## config.mk

```make
export PLATFORM = sky130hd
export DESIGN_NAME = i2c_bus_arbiter
export DESIGN_NICKNAME = d
export VERILOG_FILES = /design/src/rtl/i2c_bus_arbiter_pkg.sv /design/src/rtl/i2c_bus_arbiter_rr_picker.sv /design/src/rtl/i2c_bus_arbiter.sv
export SDC_FILE = /design/constraint.sdc
export NUM_CORES = 1
export LEC_CHECK = 0
export ABC_AREA = 1
export BUFFER_PORTS_ARGS = -buffer_cell sky130_fd_sc_hd__buf_4
export CORE_MARGIN = 4
export CORE_UTILIZATION = 54
export CTS_CLUSTER_DIAMETER = 30
export DETAILED_ROUTE_END_ITERATION = 16
export PLACE_DENSITY = 0.81
export SLEW_MARGIN = 20
export SYNTH_ARGS = -nofsm -noshare
export SYNTH_HDL_FRONTEND = slang
export SYNTH_SLANG_ARGS = --single-unit
```

## constraint.sdc

```tcl
create_clock -name clk -period 2.34 [get_ports clk]
set_clock_uncertainty 0.2 [all_clocks]
set_input_delay 0 -clock clk [delete_from_list [all_inputs] [get_ports clk]]
set_output_delay 0 -clock clk [all_outputs]
set_load 0.01 [all_outputs]
```

## src/rtl/i2c_bus_arbiter_pkg.sv

```systemverilog
// Shared types for the I2C bus arbiter: FSM state encoding, byte type and
// the round-robin pointer helper.
package i2c_bus_arbiter_pkg;

    typedef enum logic [1:0] {
        IDLE       = 2'd0,
        OWNED      = 2'd1,
        FORCE_STOP = 2'd2
    } state_t;

    typedef logic [7:0] byte_t;

    localparam int IDX_W   = 3;   // owner/rr index width, covers up to 8 clients
    localparam int WD_W    = 24;  // watchdog counter width
    localparam int GUARD_W = 8;

    function automatic logic [IDX_W-1:0] next_rr(input logic [IDX_W-1:0] idx, input int n);
        return (int'(idx) == n - 1) ? '0 : idx + IDX_W'(1);
    endfunction

endpackage

```

## src/rtl/i2c_bus_arbiter_rr_picker.sv

```systemverilog
// Combinational round-robin priority encoder: first asserted request found
// scanning upward from rr, wrapping at N_REQ.
module i2c_bus_arbiter_rr_picker
    import i2c_bus_arbiter_pkg::*;
#(
    parameter int N_REQ = 2
) (
    input  logic [N_REQ-1:0] req,
    input  logic [IDX_W-1:0] rr,
    output logic             valid,
    output logic [IDX_W-1:0] idx
);

    localparam int SW = IDX_W + 1;

    logic [SW-1:0] slot;

    // Scan offsets from the far end down so the smallest offset from rr wins.
    always_comb begin
        valid = 1'b0;
        idx   = '0;
        slot  = '0;
        for (int i = N_REQ - 1; i >= 0; i--) begin
            slot = {1'b0, rr} + SW'(i);
            if (slot >= SW'(N_REQ)) begin
                slot = slot - SW'(N_REQ);
            end
            for (int j = 0; j < N_REQ; j++) begin
                if (slot == SW'(j) && req[j]) begin
                    valid = 1'b1;
                    idx   = IDX_W'(j);
                end
            end
        end
    end

endmodule

```

## src/rtl/i2c_bus_arbiter.sv

```systemverilog
// Shares one I2C master between N_REQ clients: round-robin grant held for a
// whole START..STOP transaction, with a watchdog that forces STOP on a stall.
module i2c_bus_arbiter
    import i2c_bus_arbiter_pkg::*;
#(
    parameter int              N_REQ   = 2,
    parameter logic [WD_W-1:0] TIMEOUT = 24'd2000000,
    parameter int              GUARD   = 3
) (
    input  logic               clk,
    input  logic               rst,
    input  logic [N_REQ-1:0]   req,
    output logic [N_REQ-1:0]   gnt,
    input  logic [N_REQ-1:0]   c_S,
    input  logic [N_REQ-1:0]   c_P,
    input  logic [N_REQ-1:0]   c_write,
    input  logic [N_REQ-1:0]   c_read,
    input  logic [8*N_REQ-1:0] c_wData,
    output logic [N_REQ-1:0]   c_rdy,
    output logic               c_ack,
    output byte_t              c_rData,
    output logic               m_S,
    output logic               m_P,
    output logic               m_write,
    output logic               m_read,
    output byte_t              m_wData,
    input  logic               m_rdy,
    input  logic               m_ack,
    input  byte_t              m_rData,
    output logic               timeout_err,
    output logic [IDX_W-1:0]   owner,
    output state_t             state_dbg
);

    // Handshake: a command level (S/P/write/read) is held by the owner until
    // the master answers with rdy=1 in the same cycle; command and rdy both
    // high on a clock edge completes that command.

    state_t             state, state_d;
    logic [IDX_W-1:0]   owner_q, owner_d;
    logic [IDX_W-1:0]   rr_q, rr_d;
    logic [WD_W-1:0]    wd_q, wd_d;
    logic               inside_q, inside_d;
    logic [GUARD_W-1:0] guard_q, guard_d;
    logic               terr_q, terr_d;

    logic               pick_valid;
    logic [IDX_W-1:0]   pick_idx;

    logic               own_s, own_p, own_w, own_r, own_req, any_cmd;
    byte_t              own_wdata;
    logic [N_REQ-1:0]   own_hot;

    i2c_bus_arbiter_rr_picker #(.N_REQ(N_REQ)) u_picker (
        .req   (req),
        .rr    (rr_q),
        .valid (pick_valid),
        .idx   (pick_idx)
    );

    always_comb begin
        own_s     = 1'b0;
        own_p     = 1'b0;
        own_w     = 1'b0;
        own_r     = 1'b0;
        own_req   = 1'b0;
        own_wdata = '0;
        own_hot   = '0;
        for (int i = 0; i < N_REQ; i++) begin
            if (owner_q == IDX_W'(i)) begin
                own_s      = c_S[i];
                own_p      = c_P[i];
                own_w      = c_write[i];
                own_r      = c_read[i];
                own_req    = req[i];
                own_wdata  = c_wData[8*i +: 8];
                own_hot[i] = 1'b1;
            end
        end
    end

    assign any_cmd = own_s | own_p | own_w | own_r;

    always_ff @(posedge clk) begin
        if (rst) begin
            state    <= IDLE;
            owner_q  <= '0;
            rr_q     <= '0;
            wd_q     <= '0;
            inside_q <= 1'b0;
            guard_q  <= '0;
            terr_q   <= 1'b0;
        end else begin
            state    <= state_d;
            owner_q  <= owner_d;
            rr_q     <= rr_d;
            wd_q     <= wd_d;
            inside_q <= inside_d;
            guard_q  <= guard_d;
            terr_q   <= terr_d;
        end
    end

    always_comb begin
        state_d  = state;
        owner_d  = owner_q;
        rr_d     = rr_q;
        wd_d     = wd_q;
        inside_d = inside_q;
        guard_d  = '0;
        terr_d   = 1'b0;
        gnt      = '0;
        c_rdy    = '0;
        m_S      = 1'b0;
        m_P      = 1'b0;
        m_write  = 1'b0;
        m_read   = 1'b0;
        m_wData  = '0;

        case (state)
            IDLE: begin
                wd_d     = '0;
                inside_d = 1'b0;
                if (pick_valid) begin
                    state_d = OWNED;
                    owner_d = pick_idx;
                    rr_d    = next_rr(pick_idx, N_REQ);
                end
            end

            OWNED: begin
                gnt     = own_hot;
                c_rdy   = own_hot & {N_REQ{m_rdy}};
                m_S     = own_s;
                m_P     = own_p;
                m_write = own_w;
                m_read  = own_r;
                m_wData = own_wdata;

                if (own_s && m_rdy) inside_d = 1'b1;
                if (own_p && m_rdy) inside_d = 1'b0;

                if (any_cmd) begin
                    wd_d = '0;
                end else if (wd_q != '1) begin
                    wd_d = wd_q + WD_W'(1);
                end

                // A client that dropped req mid-transaction keeps the bus
                // until its own STOP completes.
                if (!own_req && !inside_q && !any_cmd) begin
                    state_d = IDLE;
                end else if (!any_cmd && wd_q >= TIMEOUT - WD_W'(1)) begin
                    terr_d   = 1'b1;
                    inside_d = 1'b0;
                    state_d  = inside_q ? FORCE_STOP : IDLE;
                end
            end

            FORCE_STOP: begin
                m_P = 1'b1;
                // The master's rdy may still reflect the aborted command, so
                // it is ignored for GUARD cycles after P rises.
                if (guard_q != GUARD_W'(GUARD)) begin
                    guard_d = guard_q + GUARD_W'(1);
                end else begin
                    guard_d = guard_q;
                    if (m_rdy) state_d = IDLE;
                end
            end

            default: begin
                state_d = IDLE;
            end
        endcase
    end

    assign c_ack       = m_ack;
    assign c_rData     = m_rData;
    assign timeout_err = terr_q;
    assign owner       = owner_q;
    assign state_dbg   = state;

endmodule

```

==> impl_metrics.py, run 1 <==
metrics = {
    "status": {
        "status": "finished, final reports clean",
    },
    "critical_path": {
        "rr_startpoint": "wd_q[0]",
        "worstPathRequired_ns": 2.38,
        "crit_path_start_kind": "flop",
        "arrival_ns": 2.19,
        "reg2reg_depth": 9,
        "crit_start": "wd_q[0]",
        "crit_fanout": 23,
        "reg2reg_setup_slack_ns": 0.19,
        "r2r-end": "wd_q[18]",
        "crit_path_end_kind": "flop",
        "critPathCapture": "wd_q[18]",
        "crit_type": "flop to flop",
    },
    "timing": {
        "hold_viol": 0,
        "setup_violations": 0,
        "period_needed_ns": 2.152,
        "period_share": 0.9195,
        "fin_ws_ns": 0.1883,
        "final-max-slew-violation-count": 0,
        "fmax_mhz": 464.7,
        "worstMarginPinSlew_ns": 0.5503,
        "slew_headroom": 0.6318,
        "holdWs_ns": 0.04532,
    },
    "finish": {
        "fin_util": 0.6962,
        "fillerInstances": 431,
        "layout.nets": 532,
        "diodes": 0,
        "drive_above_1_share": 0.1796,
        "areaGrowthSynthToFinish_pct": 24.03,
        "stdcell_count": 557,
    },
    "pwr": {
        "pwr-share-clk": 0.268,
        "switching_power_w": 0.0009511,
        "vdd_drop_max_mv": 0.8224,
        "seqPwrFrac": 0.302,
        "powerDensity_nw_per_um2": 756.9,
        "swShare": 0.3772,
        "leakage_nw": 1.416,
        "combPwrFrac": 0.430,
        "total_power_w": 0.002522,
        "internal-power_w": 0.001571,
    },
    "placed_design": {
        "hpwl_um": 5473,
        "io_buffers": 48,
        "place_ws_ns": 0.1224,
        "place_congestion": 0.9658,
        "placed_cells": 534,
    },
    "worst_hold_path": {
        "hp-class": "input port to flop",
        "hp-start": "c_write[0]",
    },
    "routing": {
        "dr.max_layer_used": "met4",
        "wl_um": 7210,
        "drt_iter0_drc": 255,
        "wl_met2_um": 3698,
        "wl_met1_um": 3067,
        "firstDrtPassIters": 4,
        "via_per_inst": 5.271,
        "vias": 2936,
        "met3_length_um": 351,
        "ant_nets": 0,
        "post_drt_wl_per_cell_um": 12.94,
        "drc": 0,
    },
    "yosys": {
        "synthArstFlopShare": 0,
        "seq_area_frac_synth": 0.2832,
        "synth_cells": 432,
        "netlist_top_cells_count": "nand2_1 (116), nor2_1 (63), inv_1 (48)",
        "yosysMostFrequentCell": "nand2_1",
        "synth_top_area_cell": "dfxtp_1",
        "synthTopCellsByArea": "dfxtp_1 (28%), nand2_1 (16%), nor2_1 (8.8%)",
        "yosysWarnings": 0,
        "synth_seq_cells": 38,
        "syn_area_per_cell_um2": 6.218,
        "netlist.area_leader.share": 0.2832,
        "synthFlopType": "dfxtp_1",
        "syn_area_um2": 2686,
        "synth_edf_count": 0,
        "ys_types": 40,
    },
    "job": {
        "drv_cap": 0,
    },
    "cts": {
        "cts.sinks": 38,
        "post-cts-setup-buffer-count": 0,
        "htree_num_levels": 2,
        "root_buffer": "clkbuf_8",
        "path_clk_slew_ns": 0.08,
        "clkLatencyLatePin_ns": 0.29,
        "cts-buffers-inserted": 5,
        "cts_tree": "yes",
        "max-clock-path-buffers": 2,
    },
    "global_route": {
        "grt_pass1_wl_um": 12070,
        "grt_max_degree": 24,
        "grt_pass1_vias": 2765,
        "grt_overflow_total": 0,
        "antenna_found_initial": 0,
        "gr-usage-all-layers": 0.2391,
    },
    "floorplanning": {
        "die_h_um": 78.53,
        "io_pins": 69,
        "die_x_um": 78.53,
        "coreArea_um2": 4786,
        "initial_utilization": 0.5613,
        "num_rows": 25,
        "die-area_um2": 6167,
    },
}
==> stage by stage <==
step | area (um2) | setup TNS, ns
6_report | 3332 | 0
5_1_grt | 3332 | -0.0001503
4_1_cts | 3329 | 0
3_5_place_dp | 3042 | 0
3_3_place_gp | 3042 | 0
2_1_floorplan | 2690 | 0
==> metal layers <==
metal / vias to the layer above / global-route usage
met2: 82 / 0.4389
met3: 12 / 0.03784
met4: 0 / 0.06119
met1: 1352 / 0.2869
li1: 1490 / -
met5: - / 0
==> critical path, cell delays in order, from the launching register on <==
cell	delay (ns)
dfxtp_2	0.39
ha_1	0.25
nand2_1	0.13
nor2_4	0.16
nand2_1	0.14
o21bai_4	0.20
nand2_4	0.19
inv_4	0.21
nand2_1	0.09
a21oi_2	0.14
==> area by class of cell <==
class / count / area [um2] / share of cell area
clock inverter: 3 / 68.82 / 0.02065
sequential: 38 / 762.0 / 0.2287
clock buffer: 5 / 68.82 / 0.02065
tap: 67 / 83.83 / 0.02516
inverter: 53 / 203.9 / 0.06121
timing repair buffer: 68 / 548.0 / 0.1645
multi-input combinational: 323 / 1597 / 0.4792
==> state kept, by name, indices dropped and copies added, names as in the netlist <==
signal and cells:
guard_q 8, owner 1, inside_q 1, state_dbg 2, wd_q 24, rr_q 1, timeout_err 1
==> worst min-delay path by stage <==
stage | to | slack, ns | depth (start not counted)
after floorplan | wd_q[20] | -0.13 | 1
after global placement | c_ack | -0.20 | 0
after detailed placement | c_ack | -0.20 | 0
after CTS | wd_q[10] | 0.05 | 8
after global routing | wd_q[9] | 0.08 | 8
final | wd_q[10] | 0.05 | 8
==> power by group through the flow <==
stage	Sequential [W]	Combinational (W)	Clock, W
after floorplan	0.000756	0.000740	0
after global placement	0.000769	0.00102	0
after detailed placement	0.000772	0.00103	0
after CTS	0.000757	0.00107	0.000679
after global routing	0.000770	0.00119	0.000706
final	0.000762	0.00108	0.000675
==> cell usage in the layout, fill, tap and decap left out, types with 8 or more instances in the layout <==
cell	n
nand4_1	9
dlygate4sd3_1	15
buf_4	53
nor3_1	13
nand2_1	116
nor2_1	63
nand3_1	32
a22o_1	8
dfxtp_1	37
inv_1	48
o21ai_0	8
a21oi_1	29
==> kinds of logic after synthesis <==
family,after synthesis,synth area share
AOI/OAI and AO/OA,57,0.1360
other,1,0.001396
adders and majority gates,5,0.02329
and+or+nand+nor,253,0.4127
buffers and inverters,72,0.1239
xor gates and xnor gates,6,0.01956
DFF,38,0.2832
==> repair_timing <==
action / 4_1_cts / 5_1_grt
endpoints found under the hold margin: 26 / 0
endpoints found under the setup margin: 0 / 16
resized for setup: 0 / 2
hold buffers: 15 / 0
Note: power is estimated with default switching activity, not from simulation.
==> run 2, diff against run 1 <==
Settings changed: ABC_AREA 1 to not set, CAP_MARGIN set to 10, CORE_UTILIZATION 54 to 52, PLACE_DENSITY 0.81 to 0.8.
==> impl_metrics.py, run 2 <==
metrics = {
    "yosys": {
        "synth_edf_count": 0,
        "synthArstFlopShare": 0,
        "yosysWarnings": 0,
        "syn_area_per_cell_um2": 8.352,
        "syn_area_um2": 2389,
        "ys_types": 50,
        "yosysMostFrequentCell": "nor2_1",
        "netlist.area_leader.share": 0.3185,
        "synth_top_area_cell": "dfxtp_1",
        "synth_seq_cells": 38,
        "synthTopCellsByArea": "dfxtp_1 (32%), nor2_1 (7.9%), xor2_1 (7.3%)",
        "synth_cells": 286,
        "seq_area_frac_synth": 0.3185,
        "netlist_top_cells_count": "nor2_1 (50), dfxtp_1 (38), xor2_1 (20)",
        "synthFlopType": "dfxtp_1",
    },
    "floorplanning": {
        "io_pins": 69,
        "num_rows": 24,
        "die_x_um": 75.78,
        "initial_utilization": 0.5411,
        "coreArea_um2": 4414,
        "die-area_um2": 5742,
        "die_h_um": 75.78,
    },
    "global_route": {
        "gr-usage-all-layers": 0.2211,
        "antenna_found_initial": 0,
        "grt_pass1_wl_um": 9708,
        "grt_overflow_total": 0,
        "grt_pass1_vias": 2094,
        "grt_max_degree": 24,
    },
    "critical_path": {
        "crit_fanout": 11,
        "cp_cell_sequence": "buf_4 > mux2_2 > dlygate4sd3_1 > a211oi_1 > o221ai_1 > nand2_1",
        "worstPathRequired_ns": 2.37,
        "rr_startpoint": "owner[0]",
        "worstPathBufferInverterCount": 2,
        "arrival_ns": 2.22,
        "crit_slowest_cell": "dlygate4sd3_1",
        "crit_family": "buffers and inverters",
        "crit_type": "flop to flop",
        "crit_path_end_kind": "flop",
        "r2r-end": "inside_q",
        "crit_path_start_kind": "flop",
        "max_stage_delay_ns": 0.56,
        "critPathCapture": "inside_q",
        "reg2reg_depth": 6,
        "crit_cells": 6,
        "reg2reg_setup_slack_ns": 0.15,
        "crit_start": "owner[0]",
    },
    "finish": {
        "diodes": 0,
        "drive_above_1_share": 0.2267,
        "largest_reg_flops": 24,
        "layout_commonest_cell": "buf_4",
        "layout.nets": 386,
        "fillerInstances": 363,
        "regMostFlops": "wd_q",
        "areaGrowthSynthToFinish_pct": 25.56,
        "final_cell_mix": "buf_4 (55), nor2_1 (50), dfxtp_1 (38)",
        "seqCellArea_um2": 760.7,
        "multi_input_area_um2": 1473,
    },
    "pwr": {
        "powerDensity_nw_per_um2": 626.3,
        "leakage_nw": 1.229,
        "vdd_drop_max_mv": 0.5420,
    },
    "placed_design": {
        "io_buffers": 48,
        "place_congestion": 0.8173,
        "hpwl_um": 4097,
    },
    "routing": {
        "wl_um": 5926,
        "via_per_inst": 5.497,
        "vias": 2177,
        "ant_nets": 0,
        "post_drt_wl_per_cell_um": 14.96,
        "drc": 0,
        "drt_iter0_drc": 97,
        "firstDrtPassIters": 4,
    },
    "status": {
        "status": "finished, final reports clean",
    },
    "cts": {
        "clkLatencyLatePin_ns": 0.29,
        "max-clock-path-buffers": 2,
        "root_buffer": "clkbuf_8",
        "path_clk_slew_ns": 0.07,
        "cts_tree": "yes",
        "htree_num_levels": 2,
        "cts.sinks": 38,
        "cts-buffers-inserted": 5,
        "post-cts-setup-buffer-count": 0,
    },
    "timing": {
        "rsz0062_at_grt": "false",
        "worstMarginPinSlew_ns": 0.7250,
        "setup_violations": 0,
        "fin_tns_setup_ns": 0,
        "fmax_mhz": 456.7,
        "holdWs_ns": 0.01157,
        "period_share": 0.9358,
        "period_needed_ns": 2.190,
        "final-max-slew-violation-count": 0,
        "hold_viol": 0,
        "slew_headroom": 0.5167,
    },
    "worst_hold_path": {
        "hp-class": "input port to flop",
    },
    "job": {
        "drv_cap": 0,
    },
}
==> run 2: cell count changes after synthesis, sizes merged, moves of 12 or more <==
cell,change
nor2,-18
a21oi,-20
nand2,-105
mux2i,+12
xor2,+16
inv,-45
nand3,-20
==> run 2: cell type report <==
| class | instances | share of cell area |
|---|---|---|
| inverters | 7 | 0.008761 |
| multi-input cells | 219 | 0.4910 |
| clock buffers | 7 | 0.02879 |
| clock inverters | 1 | 0.001669 |
| well taps | 52 | 0.02169 |
| repair buffers | 72 | 0.1944 |
| flip-flops and latches | 38 | 0.2537 |
==> run 2: report_power, final <==
group	internal (W)	leakage (nW)	switching, W
logic	0.000317	0.874	0.000402
clock network	0.000238	0.0482	0.000225
registers	0.000671	0.307	0.0000258
==> run 2: cell families (layout without fill, tap and decap cells) <==
group                    after synthesis  count (layout)  synth area share
buffers and inverters                 30              87           0.06809
AND/OR/NAND/NOR                      135             135            0.3164
AO/OA/AOI/OAI                         36              36            0.1116
other                                  1               2          0.001570
adder cells (fa/ha/maj)                5               5           0.02619
flip-flops                            38              38            0.3185
XOR/XNOR                              28              28            0.1027
multiplexers                          13              13           0.05500
==> run 2: timing repair <==
item | CTS | global route
gates resized for setup | 0 | 3
endpoints found under the setup margin | 0 | 4
hold endpoints to repair | 18 | 0
hold buffers | 17 | 0
==> run 2: worst register-to-register path, cell delays in order (launching register included) <==
cell and delay (ns):
dfxtp_1 0.35, buf_4 0.19, mux2_2 0.36, dlygate4sd3_1 0.56, a211oi_1 0.24, o221ai_1 0.14
nand2_1 0.10
==> run 2: how the worst min path moves through the flow <==
stage / startpoint / slack, ns / endpoint / depth (start not counted)
after detailed placement: m_rData[1] / -0.20 / c_rData[1] / 0
after global routing: c_S[1] / 0.08 / inside_q / 5
final: c_S[1] / 0.01 / inside_q / 5
after CTS: c_S[1] / 0.0004 / inside_q / 5
after global placement: m_rData[1] / -0.20 / c_rData[1] / 0
after floorplan: m_ack / -0.11 / c_ack / 1
==> run 2: metal layers <==
layer / GRT usage / part of all wire
met1: 0.2789 / 0.44
met2: 0.3802 / 0.52
met3: 0.03958 / 0.030
met4: 0.06990 / 0.016
met5: 0 / 0
==> run 2: through the flow <==
stage          cells    util  instance area, um2  power, W  worst slack (ns)
2_1_floorplan    287       -                2392  0.001133            0.1436
3_3_place_gp     371  0.6193                2734  0.001374            0.2590
3_5_place_dp     371  0.6193                2734  0.001380            0.1663
4_1_cts          396  0.6786                2995  0.001884            0.1281
5_1_grt          396  0.6794                2999  0.001974           0.03815
6_report         396  0.6794                2999  0.001878            0.1502
